File: src/rtl/ps2_codes_pkg.sv
// Shared scan-code constants, command identifiers and parser FSM states for the
// PS/2 keyboard command front end.
package ps2_codes_pkg;

  localparam logic [7:0] SC_BRK   = 8'hF0;
  localparam logic [7:0] SC_EXT   = 8'hE0;
  localparam logic [7:0] SC_ENTER = 8'h5A;
  localparam logic [7:0] SC_SPACE = 8'h29;
  localparam logic [7:0] SC_ESC   = 8'h76;
  localparam logic [7:0] SC_KEY_B = 8'h32;
  localparam logic [7:0] SC_KEY_L = 8'h4B;
  localparam logic [7:0] SC_KEY_M = 8'h3A;

  localparam logic [7:0] SC_D0 = 8'h45;
  localparam logic [7:0] SC_D1 = 8'h16;
  localparam logic [7:0] SC_D2 = 8'h1E;
  localparam logic [7:0] SC_D3 = 8'h26;
  localparam logic [7:0] SC_D4 = 8'h25;
  localparam logic [7:0] SC_D5 = 8'h2E;
  localparam logic [7:0] SC_D6 = 8'h36;
  localparam logic [7:0] SC_D7 = 8'h3D;
  localparam logic [7:0] SC_D8 = 8'h3E;
  localparam logic [7:0] SC_D9 = 8'h46;

  typedef enum logic [1:0] {
    CMD_NONE = 2'd0,
    CMD_BPM  = 2'd1,
    CMD_LOOP = 2'd2,
    CMD_MUTE = 2'd3
  } cmd_id_e;

  typedef enum logic [1:0] {
    ST_IDLE   = 2'd0,
    ST_ENTRY  = 2'd1,
    ST_COMMIT = 2'd2
  } parser_state_e;

  // Maps a command letter make code to its command; anything else is CMD_NONE.
  function automatic cmd_id_e letter_to_cmd(input logic [7:0] code);
    case (code)
      SC_KEY_B: letter_to_cmd = CMD_BPM;
      SC_KEY_L: letter_to_cmd = CMD_LOOP;
      SC_KEY_M: letter_to_cmd = CMD_MUTE;
      default:  letter_to_cmd = CMD_NONE;
    endcase
  endfunction

endpackage

File: src/rtl/ps2_digit_decode.sv
// Combinational decode of a scan-code byte into a decimal digit, if it is one of
// the main-row digit make codes.
module ps2_digit_decode
  import ps2_codes_pkg::*;
(
  input  logic [7:0] scan_code,
  output logic       is_digit,
  output logic [3:0] digit
);

  // Scan code to digit lookup.
  always_comb begin
    is_digit = 1'b1;
    digit    = 4'd0;
    case (scan_code)
      SC_D0:   digit = 4'd0;
      SC_D1:   digit = 4'd1;
      SC_D2:   digit = 4'd2;
      SC_D3:   digit = 4'd3;
      SC_D4:   digit = 4'd4;
      SC_D5:   digit = 4'd5;
      SC_D6:   digit = 4'd6;
      SC_D7:   digit = 4'd7;
      SC_D8:   digit = 4'd8;
      SC_D9:   digit = 4'd9;
      default: is_digit = 1'b0;
    endcase
  end

endmodule

File: src/rtl/ps2_command_parser.sv
// Keyboard command front end: turns PS/2 make-code sequences (letter, digits, Enter)
// into clamped sequencer commands, with a play toggle on Space.
module ps2_command_parser
  import ps2_codes_pkg::*;
#(
  parameter int VALUE_W    = 10,
  parameter int MAX_DIGITS = 3,
  parameter int BPM_MIN    = 40,
  parameter int BPM_MAX    = 300,
  parameter int LOOP_MIN   = 1,
  parameter int LOOP_MAX   = 16,
  parameter int MUTE_MAX   = 7
) (
  input  logic               CLOCK_50,
  input  logic               reset,
  input  logic [7:0]         scan_code,
  input  logic               scan_valid,
  output logic               cmd_valid,
  output logic [1:0]         cmd_id,
  output logic [VALUE_W-1:0] cmd_value,
  output logic               play_toggle,
  output logic               entry_active,
  output logic [VALUE_W-1:0] entry_value,
  output logic [1:0]         digit_count,
  output logic               err
);

  localparam int CNT_W = $clog2(MAX_DIGITS + 1);

  localparam logic [CNT_W-1:0]   MAX_CNT    = CNT_W'(MAX_DIGITS);
  localparam logic [VALUE_W-1:0] ACC_MAX    = {VALUE_W{1'b1}};
  localparam logic [VALUE_W-1:0] BPM_MIN_V  = VALUE_W'(BPM_MIN);
  localparam logic [VALUE_W-1:0] BPM_MAX_V  = VALUE_W'(BPM_MAX);
  localparam logic [VALUE_W-1:0] LOOP_MIN_V = VALUE_W'(LOOP_MIN);
  localparam logic [VALUE_W-1:0] LOOP_MAX_V = VALUE_W'(LOOP_MAX);
  localparam logic [VALUE_W-1:0] MUTE_MAX_V = VALUE_W'(MUTE_MAX);

  function automatic logic [VALUE_W-1:0] clamp_value(
    input logic [VALUE_W-1:0] v,
    input logic [VALUE_W-1:0] lo,
    input logic [VALUE_W-1:0] hi
  );
    if (v < lo) begin
      clamp_value = lo;
    end else if (v > hi) begin
      clamp_value = hi;
    end else begin
      clamp_value = v;
    end
  endfunction

  parser_state_e      state_r, state_s;
  cmd_id_e            pend_id_r, pend_id_s;
  logic [VALUE_W-1:0] acc_r, acc_s;
  logic [CNT_W-1:0]   count_r, count_s;
  logic               brk_r, brk_s;
  logic               ext_r, ext_s;
  logic [7:0]         skid_r, skid_s;
  logic               skid_vld_r, skid_vld_s;
  logic               cmd_valid_r, cmd_valid_s;
  cmd_id_e            cmd_id_r, cmd_id_s;
  logic [VALUE_W-1:0] cmd_value_r, cmd_value_s;
  logic               play_r, play_s;
  logic               err_r, err_s;

  logic [7:0]         byte_s;
  logic               byte_vld_s;
  logic               is_digit_s;
  logic [3:0]         digit_s;
  cmd_id_e            letter_id_s;
  logic [VALUE_W+3:0] prod_s;
  logic [VALUE_W-1:0] acc_next_s;

  // A byte held over from the commit cycle takes precedence over the live strobe.
  assign byte_s      = skid_vld_r ? skid_r : scan_code;
  assign byte_vld_s  = skid_vld_r | scan_valid;
  assign letter_id_s = letter_to_cmd(byte_s);

  ps2_digit_decode u_digit_decode (
    .scan_code (byte_s),
    .is_digit  (is_digit_s),
    .digit     (digit_s)
  );

  // acc*10 + d computed with 4 bits of headroom, then saturated.
  assign prod_s = ({4'b0000, acc_r} << 3) + ({4'b0000, acc_r} << 1)
                + {{VALUE_W{1'b0}}, digit_s};

  // Saturate the widened accumulator product.
  always_comb begin
    if (|prod_s[VALUE_W+3:VALUE_W]) begin
      acc_next_s = ACC_MAX;
    end else begin
      acc_next_s = prod_s[VALUE_W-1:0];
    end
  end

  // Next-state and registered-output logic for the parser FSM.
  always_comb begin
    state_s     = state_r;
    pend_id_s   = pend_id_r;
    acc_s       = acc_r;
    count_s     = count_r;
    brk_s       = brk_r;
    ext_s       = ext_r;
    skid_s      = skid_r;
    skid_vld_s  = skid_vld_r;
    cmd_valid_s = 1'b0;
    cmd_id_s    = cmd_id_r;
    cmd_value_s = cmd_value_r;
    play_s      = 1'b0;
    err_s       = 1'b0;

    if (state_r == ST_COMMIT) begin
      if (scan_valid && !skid_vld_r) begin
        skid_s     = scan_code;
        skid_vld_s = 1'b1;
      end else begin
        skid_vld_s = skid_vld_r;
      end
      case (pend_id_r)
        CMD_BPM: begin
          cmd_valid_s = 1'b1;
          cmd_id_s    = CMD_BPM;
          cmd_value_s = clamp_value(acc_r, BPM_MIN_V, BPM_MAX_V);
        end
        CMD_LOOP: begin
          cmd_valid_s = 1'b1;
          cmd_id_s    = CMD_LOOP;
          cmd_value_s = clamp_value(acc_r, LOOP_MIN_V, LOOP_MAX_V);
        end
        CMD_MUTE: begin
          if (acc_r > MUTE_MAX_V) begin
            err_s = 1'b1;
          end else begin
            cmd_valid_s = 1'b1;
            cmd_id_s    = CMD_MUTE;
            cmd_value_s = acc_r;
          end
        end
        default: err_s = 1'b0;
      endcase
      state_s = ST_IDLE;
      acc_s   = '0;
      count_s = '0;
    end else begin
      // Draining the skid while a new byte arrives refills it, so nothing is lost.
      if (skid_vld_r && scan_valid) begin
        skid_s     = scan_code;
        skid_vld_s = 1'b1;
      end else begin
        skid_vld_s = 1'b0;
      end

      if (byte_vld_s) begin
        if (byte_s == SC_BRK) begin
          brk_s = 1'b1;
        end else if (byte_s == SC_EXT) begin
          ext_s = 1'b1;
        end else if (brk_r || ext_r) begin
          brk_s = 1'b0;
          ext_s = 1'b0;
        end else if (state_r == ST_IDLE) begin
          if (letter_id_s != CMD_NONE) begin
            pend_id_s = letter_id_s;
            acc_s     = '0;
            count_s   = '0;
            state_s   = ST_ENTRY;
          end else if (byte_s == SC_SPACE) begin
            play_s = 1'b1;
          end else begin
            play_s = 1'b0;
          end
        end else begin
          if (is_digit_s) begin
            if (count_r < MAX_CNT) begin
              acc_s   = acc_next_s;
              count_s = count_r + CNT_W'(1);
            end else begin
              err_s = 1'b1;
            end
          end else if (letter_id_s != CMD_NONE) begin
            pend_id_s = letter_id_s;
            acc_s     = '0;
            count_s   = '0;
          end else if (byte_s == SC_ESC) begin
            acc_s   = '0;
            count_s = '0;
            state_s = ST_IDLE;
          end else if (byte_s == SC_SPACE) begin
            play_s = 1'b1;
          end else if (byte_s == SC_ENTER) begin
            if (count_r == '0) begin
              err_s   = 1'b1;
              state_s = ST_IDLE;
            end else begin
              state_s = ST_COMMIT;
            end
          end else begin
            err_s = 1'b0;
          end
        end
      end else begin
        brk_s = brk_r;
      end
    end
  end

  // State, datapath and output registers.
  always_ff @(posedge CLOCK_50 or posedge reset) begin
    if (reset) begin
      state_r     <= ST_IDLE;
      pend_id_r   <= CMD_NONE;
      acc_r       <= '0;
      count_r     <= '0;
      brk_r       <= 1'b0;
      ext_r       <= 1'b0;
      skid_r      <= 8'h00;
      skid_vld_r  <= 1'b0;
      cmd_valid_r <= 1'b0;
      cmd_id_r    <= CMD_NONE;
      cmd_value_r <= '0;
      play_r      <= 1'b0;
      err_r       <= 1'b0;
    end else begin
      state_r     <= state_s;
      pend_id_r   <= pend_id_s;
      acc_r       <= acc_s;
      count_r     <= count_s;
      brk_r       <= brk_s;
      ext_r       <= ext_s;
      skid_r      <= skid_s;
      skid_vld_r  <= skid_vld_s;
      cmd_valid_r <= cmd_valid_s;
      cmd_id_r    <= cmd_id_s;
      cmd_value_r <= cmd_value_s;
      play_r      <= play_s;
      err_r       <= err_s;
    end
  end

  assign cmd_valid    = cmd_valid_r;
  assign cmd_id       = cmd_id_r;
  assign cmd_value    = cmd_value_r;
  assign play_toggle  = play_r;
  assign entry_active = (state_r == ST_ENTRY) || (state_r == ST_COMMIT);
  assign entry_value  = acc_r;
  assign digit_count  = 2'(count_r);
  assign err          = err_r;

endmodule

File: config.mk
export PLATFORM = sky130hd
export DESIGN_NAME = ps2_command_parser
export DESIGN_NICKNAME = d
export VERILOG_FILES = /design/src/rtl/ps2_codes_pkg.sv /design/src/rtl/ps2_digit_decode.sv /design/src/rtl/ps2_command_parser.sv
export SDC_FILE = /design/constraint.sdc
export NUM_CORES = 1
export LEC_CHECK = 0
export BUFFER_PORTS_ARGS = -buffer_cell sky130_fd_sc_hd__buf_2
export CAP_MARGIN = 20
export CORE_MARGIN = 2
export CORE_UTILIZATION = 40
export DETAILED_ROUTE_END_ITERATION = 8
export GPL_ROUTABILITY_DRIVEN = 0
export GPL_TIMING_DRIVEN = 0
export PLACE_DENSITY = 0.64
export REMOVE_ABC_BUFFERS = 1
export SLEW_MARGIN = 0
export SYNTH_ARGS = -nofsm -noshare
export SYNTH_HDL_FRONTEND = slang
export SYNTH_SLANG_ARGS = --single-unit
File: constraint.sdc
create_clock -name CLOCK_50 -period 5.9 [get_ports CLOCK_50]
set_input_delay 1.18 -clock CLOCK_50 [delete_from_list [all_inputs] [get_ports CLOCK_50]]
set_output_delay 1.18 -clock CLOCK_50 [all_outputs]
set_load 0.05 [all_outputs]
After elaboration in Yosys (flattened, before gate mapping)
Index checks and enable logic that the tools add are counted.
{"block": "totals", "reg_bits": 42, "input_bits": 11, "output_inout_bits": 28}
{"block": "classes", "add_sub_neg": 3, "order_cmp": 6, "n_eq_ne": 35, "mux": 90, "bitwise": 5, "n_reduce_logical": 25}
{"operator": "10-bit 2-to-1 mux", "count": 17}
{"operator": "8-bit by 6-bit equality test with 1-bit output, second input constant", "count": 9}
{"operator": "2-bit 2-to-1 mux", "count": 28}
{"operator": "8-bit by 7-bit equality test with 1-bit output, second input constant", "count": 5}
{"operator": "1-bit 2-to-1 mux", "count": 36}
{"operator": "4-bit one-hot mux with 9 select lines", "count": 1}
{"operator": "8-bit 2-to-1 mux", "count": 4}
{"operator": "10-bit one-hot mux with 3 select lines", "count": 1}
{"operator": "8-bit by 5-bit equality test with 1-bit output, second input constant", "count": 2}
{"operator": "8-bit equality test, second input constant", "count": 2}
{"operator": "13-bit by 11-bit adder with 14-bit output", "count": 1}
{"operator": "14-bit by 4-bit adder with 14-bit output", "count": 1}
{"operator": "2-bit one-hot mux with 3 select lines", "count": 2}
{"operator": "10-bit by 3-bit > comparator with 1-bit output, second input constant", "count": 1}
{"operator": "10-bit by 5-bit > comparator with 1-bit output, second input constant", "count": 1}
{"operator": "10-bit by 9-bit > comparator with 1-bit output, second input constant", "count": 1}
{"operator": "10-bit by 1-bit less-than comparator with 1-bit output, second input constant", "count": 1}
{"operator": "10-bit by 6-bit less-than comparator with 1-bit output, second input constant", "count": 1}
{"operator": "2-bit inequality test, second input constant", "count": 5}
{"operator": "2-bit nonzero test", "count": 5}
{"operator": "10-bit OR reduction", "count": 1}
{"operator": "9-bit AND reduction", "count": 1}
{"operator": "4-bit AND reduction", "count": 2}
{"operator": "4-bit nonzero test", "count": 2}
{"operator": "24 further kinds", "count": 34}

Depth between registers and ports, before layout
{"block": "depth", "depth_word": 14, "depth_mapped": 18}

Modules after synthesis
A second synthesis with hierarchy kept.
{"block": "unflattened", "hier_cells": 368, "hier_area_um2": 3359.5}
{"module": "ps2_command_parser", "instances": 1, "cells_per_inst": 336, "area_each_um2": 3154.3}
{"module": "ps2_digit_decode", "instances": 1, "cells_per_inst": 32, "area_each_um2": 205.2}

Worst setup path before layout
No wires, ideal clock.
{"block": "synth_timing", "kind": "input-to-reg", "from": "in scan_code[0]", "to": "reg acc_r[0], in the netlist entry_value[0]", "arrival_ns": 4.433, "required_ns": 5.776, "path_slack_ns": 1.343, "path_stages": 14, "path_buffers": 1, "cell_sequence": "nand2b_1 > o32ai_1 > o21ai_0 > fa_1 > inv_1 > fa_1 > a211oi_1 > o21ai_0 > a21oi_1 > a211oi_1 > or3_1 > buf_1 > a311oi_1 > o2bb2ai_2"}
{"block": "synth_via", "elab_chain_cells": 14, "word_cells_on_any_way": 40}
{"item": "from (decl)", "line": "ps2_command_parser.sv:16", "source": "input logic [7:0] scan_code,"}
{"item": "8-bit 2-to-1 mux (*)", "line": "ps2_command_parser.sv:75", "source": "assign byte_s = skid_vld_r ? skid_r : scan_code;"}
{"item": "8-bit by 7-bit equality test with 1-bit output (tied with other cells)", "line": "ps2_digit_decode.sv:15", "source": "case (scan_code)"}
{"item": "4-bit one-hot mux with 9 select lines", "line": "ps2_digit_decode.sv:15"}
{"item": "14-bit by 4-bit adder with 14-bit output", "line": "ps2_command_parser.sv:87", "source": "+ {{VALUE_W{1'b0}}, digit_s};"}
{"item": "4-bit OR reduction", "line": "ps2_command_parser.sv:91", "source": "if (|prod_s[VALUE_W+3:VALUE_W]) begin"}
{"item": "10-bit 2-to-1 mux", "line": "ps2_command_parser.sv:91"}
{"item": "10-bit 2-to-1 mux", "line": "ps2_command_parser.sv:176", "source": "if (count_r < MAX_CNT) begin"}
{"item": "10-bit 2-to-1 mux", "line": "ps2_command_parser.sv:175", "source": "if (is_digit_s) begin"}
{"item": "10-bit 2-to-1 mux", "line": "ps2_command_parser.sv:163", "source": "end else if (state_r == ST_IDLE) begin"}
{"item": "10-bit 2-to-1 mux", "line": "ps2_command_parser.sv:160", "source": "end else if (brk_r || ext_r) begin"}
{"item": "10-bit 2-to-1 mux", "line": "ps2_command_parser.sv:158", "source": "end else if (byte_s == SC_EXT) begin"}
{"item": "10-bit 2-to-1 mux", "line": "ps2_command_parser.sv:156", "source": "if (byte_s == SC_BRK) begin"}
{"item": "10-bit 2-to-1 mux", "line": "ps2_command_parser.sv:155", "source": "if (byte_vld_s) begin"}
{"item": "10-bit 2-to-1 mux", "line": "ps2_command_parser.sv:114", "source": "if (state_r == ST_COMMIT) begin"}
{"item": "to (signal assigned)", "line": "ps2_command_parser.sv:228", "source": "acc_r <= acc_s;"}
{"item": "to (decl)", "line": "ps2_command_parser.sv:54", "source": "logic [VALUE_W-1:0] acc_r, acc_s;"}
Every way passes the cells marked *; elsewhere a longest branch is shown, timed or not. The select of a mux whose other input is x is not followed.
A chain may end at the register's enable or synchronous reset.

Final worst setup path
Ends and elaborated chain as after synthesis.

==> flow_summary.yaml <==
finish:
  antenna_cells: 0
  multiInputGateArea_sq_mm: 0.002130
  stdcell_count: 495
  drive_gt1_share_pct: 22.56
  nFillCells: 809
  ff_latch_area_sq_mm: 0.001051
  final_nets: 429
  area_growth_pct: 11.77
yosys:
  synth_cell_types: 71
  synth-seq-cells: 42
  synth_top_area_share_pct: 31.28
  synth_most_common_cell: "dfrtp_1"
  synth-edff-count: 0
  synth_common_cells: "dfrtp_1, nand2_1, ha_1"
  syn_avg_cell_area_sq_um: 9.437
  async_flop_share_pct: 100.0
  ys.flop_type: "dfrtp_1"
  ys_warn_count: 0
  netlist_instances: 356
  yosysSeqAreaShare_pct: 31.28
  synth_area_leaders: "dfrtp_1, ha_1, o2bb2ai_2"
  yosys.area.top_type: "dfrtp_1"
  synth_area_sq_mm: 0.003359
min_path:
  hold_end: "cmd_value[9]$_DFFE_PP0P_"
  hold_path.class: "reg -> reg"
  hp-start: "cmd_value[9]$_DFFE_PP0P_"
  holdPathStages: 1
critical_path:
  start_kind: "primary input"
  crit_chain: "buf_2, nand2b_1, o32ai_1, o21ai_0, fa_1, inv_1, fa_1, a211oi_1, o21ai_0, a21oi_1, a211oi_1, or3_1, a311oi_1, o2bb2ai_2"
  arrival_ns: 5.26
  timing.critical_path.buf_inv: 2
  rr_startpoint: "skid_vld_r$_DFFE_PP0P_"
  cpMaxStageDelayCell: "o32ai_1"
  ff2ff_path_depth: 13
  cp.required_ns: 6.07
  crit_family: "compound AO/OA/AOI/OAI gates"
  cp.depth: 14
  crit_path_max_incr_delay_ns: 0.65
  crit_path_start: "scan_code[0]"
  reg2reg_to: "entry_value[0]$_DFFE_PP0P_"
  path_class: "in -> reg"
  worstSetupEndpointType: "flip-flop"
  crit_fanout: 10
  r2r_slack_ns: 1.24
routing:
  num_vias: 2809
  drc: 0
  antenna_left: 0
  drt-total-wl_um: 7543
  routed_via_density: 5.675
  wl_per_cell_um: 15.24
  drt_iter0_drc: 163
  drt-pass1-iter-count: 4
sta:
  fmax_mhz: 196.6
  setup_viol: 0
  period_needed_ns: 5.087
  hold_viol: 0
  drv_slew: 0
  rsz0062_at_grt: "false"
  whs_ns: 0.4898
  tns_ns: 0
  worst_pin_slew_ns: 0.8999
  fin_crit_sh_pct: 86.22
  skew_ns: 0.01021
  relSlewSlack_pct: 39.92
clock_tree:
  ctsRootBufferMaster: "clkbuf_8"
  cts_max_level: 2
  cts.clk_slew.worst_paths_ns: 0.09
  cts_buffers: 5
  cts_tree: "yes"
  clock-sinks: 42
  clk_latency_ns: 0.30
  holdBufCountCts: 0
  post_cts_resized: 0
  post_cts_buffers: 0
  ctsLongestPathBuffers: 2
grt:
  first_global_vias: 2680
  track_usage_pct: 17.26
  antenna_found_initial: 0
  grt_pass1_wl_um: 12540
  overflow: 0
  grt_max_degree: 43
floorplan:
  die_area_sq_mm: 0.009148
  dieWidth_um: 95.65
  core_area_sq_mm: 0.008175
  initial_utilization_pct: 41.09
  die_h_um: 95.65
  io-pin-count: 39
  num_rows: 33
place:
  io_buffers: 38
  place_inst: 486
  place_hpwl_um: 5583
run_status:
  status: "finished clean"
power:
  p_per_area_mw_per_mm2: 288.1
  leakagePower_nw: 1.881
  irDropWorstVdd_mv: 0.1290
flow_run:
  drv_cap: 0
==> where the power goes <==
group	total, W	internal, W	switching (W)
clock	0.000285	0.000181	0.000105
combinational	0.000421	0.000148	0.000272
sequential	0.000376	0.000323	0.0000533
==> layout make-up <==
class,instances,share of cell area [%]
well taps,105,3.499
inverters,22,2.199
flip-flops and latches,42,27.99
multi-input cells,279,56.71
clock buffers,6,2.199
repair buffers,39,5.798
clock inverters,2,1.599
==> placed cells by master, fill, tap and decap left out, types with 8 or more instances in the layout <==
cell type  count
a22o_1         8
mux2_2        11
a21oi_1       14
nand3_1        8
nand2_1       38
inv_1         21
nor2_1        25
dfrtp_1       42
a211oi_1       8
o21ai_0       25
ha_1          27
o2bb2ai_2     10
buf_2         38
==> registers in the layout, summed over array words and instances (netlist names) <==
signal and count:
state_r 2, pend_id_r 2, skid_vld_r 1, play_toggle 1
brk_r 1, cmd_id 2, cmd_value 10, cmd_valid 1
digit_count 2, skid_r 8, entry_value 10, err 1
ext_r 1
==> cell families (layout without fill, tap and decap cells) <==
group	count (synthesis)	count (layout)	share of synthesized area (%)
simple gates	116	116	18.32
compound gates	112	112	26.74
flops	42	42	31.28
buf+inv	35	69	5.326
fa+ha+maj	30	30	11.55
mux	14	14	4.953
xor+xnor	7	7	1.825
==> worst max path at each step <==
stage	endpoint	slack (ns)
floorplan	entry_value[0]$_DFFE_PP0P_	1.36
global placement	entry_value[0]$_DFFE_PP0P_	0.60
detailed placement	entry_value[0]$_DFFE_PP0P_	0.53
CTS	entry_value[0]$_DFFE_PP0P_	0.81
global route	entry_value[0]$_DFFE_PP0P_	0.59
finish	entry_value[0]$_DFFE_PP0P_	0.81
==> metal layers <==
layer | up-vias | track usage [%] | wire length [um]
li1 | 1393 | - | -
met1 | 1338 | 23.45 | 3537
met2 | 65 | 27.33 | 3505
met3 | 13 | 2.767 | 349
met4 | 0 | 6.905 | 150
met5 | - | 0 | 0
==> stage by stage <==
step                      utilization, %  cell area, sq um  setup WS [ns]  power [W]
final                              45.93              3755         0.8130   0.001082
after global routing               45.93              3755         0.5917   0.001154
after CTS                          45.59              3727         0.8077   0.001090
after detailed placement           43.85              3585         0.5308  0.0007974
after global placement             43.85              3585         0.5970  0.0007902
after floorplan                        -              3263          1.360  0.0007045
Note: power is estimated with default switching activity, not from simulation.
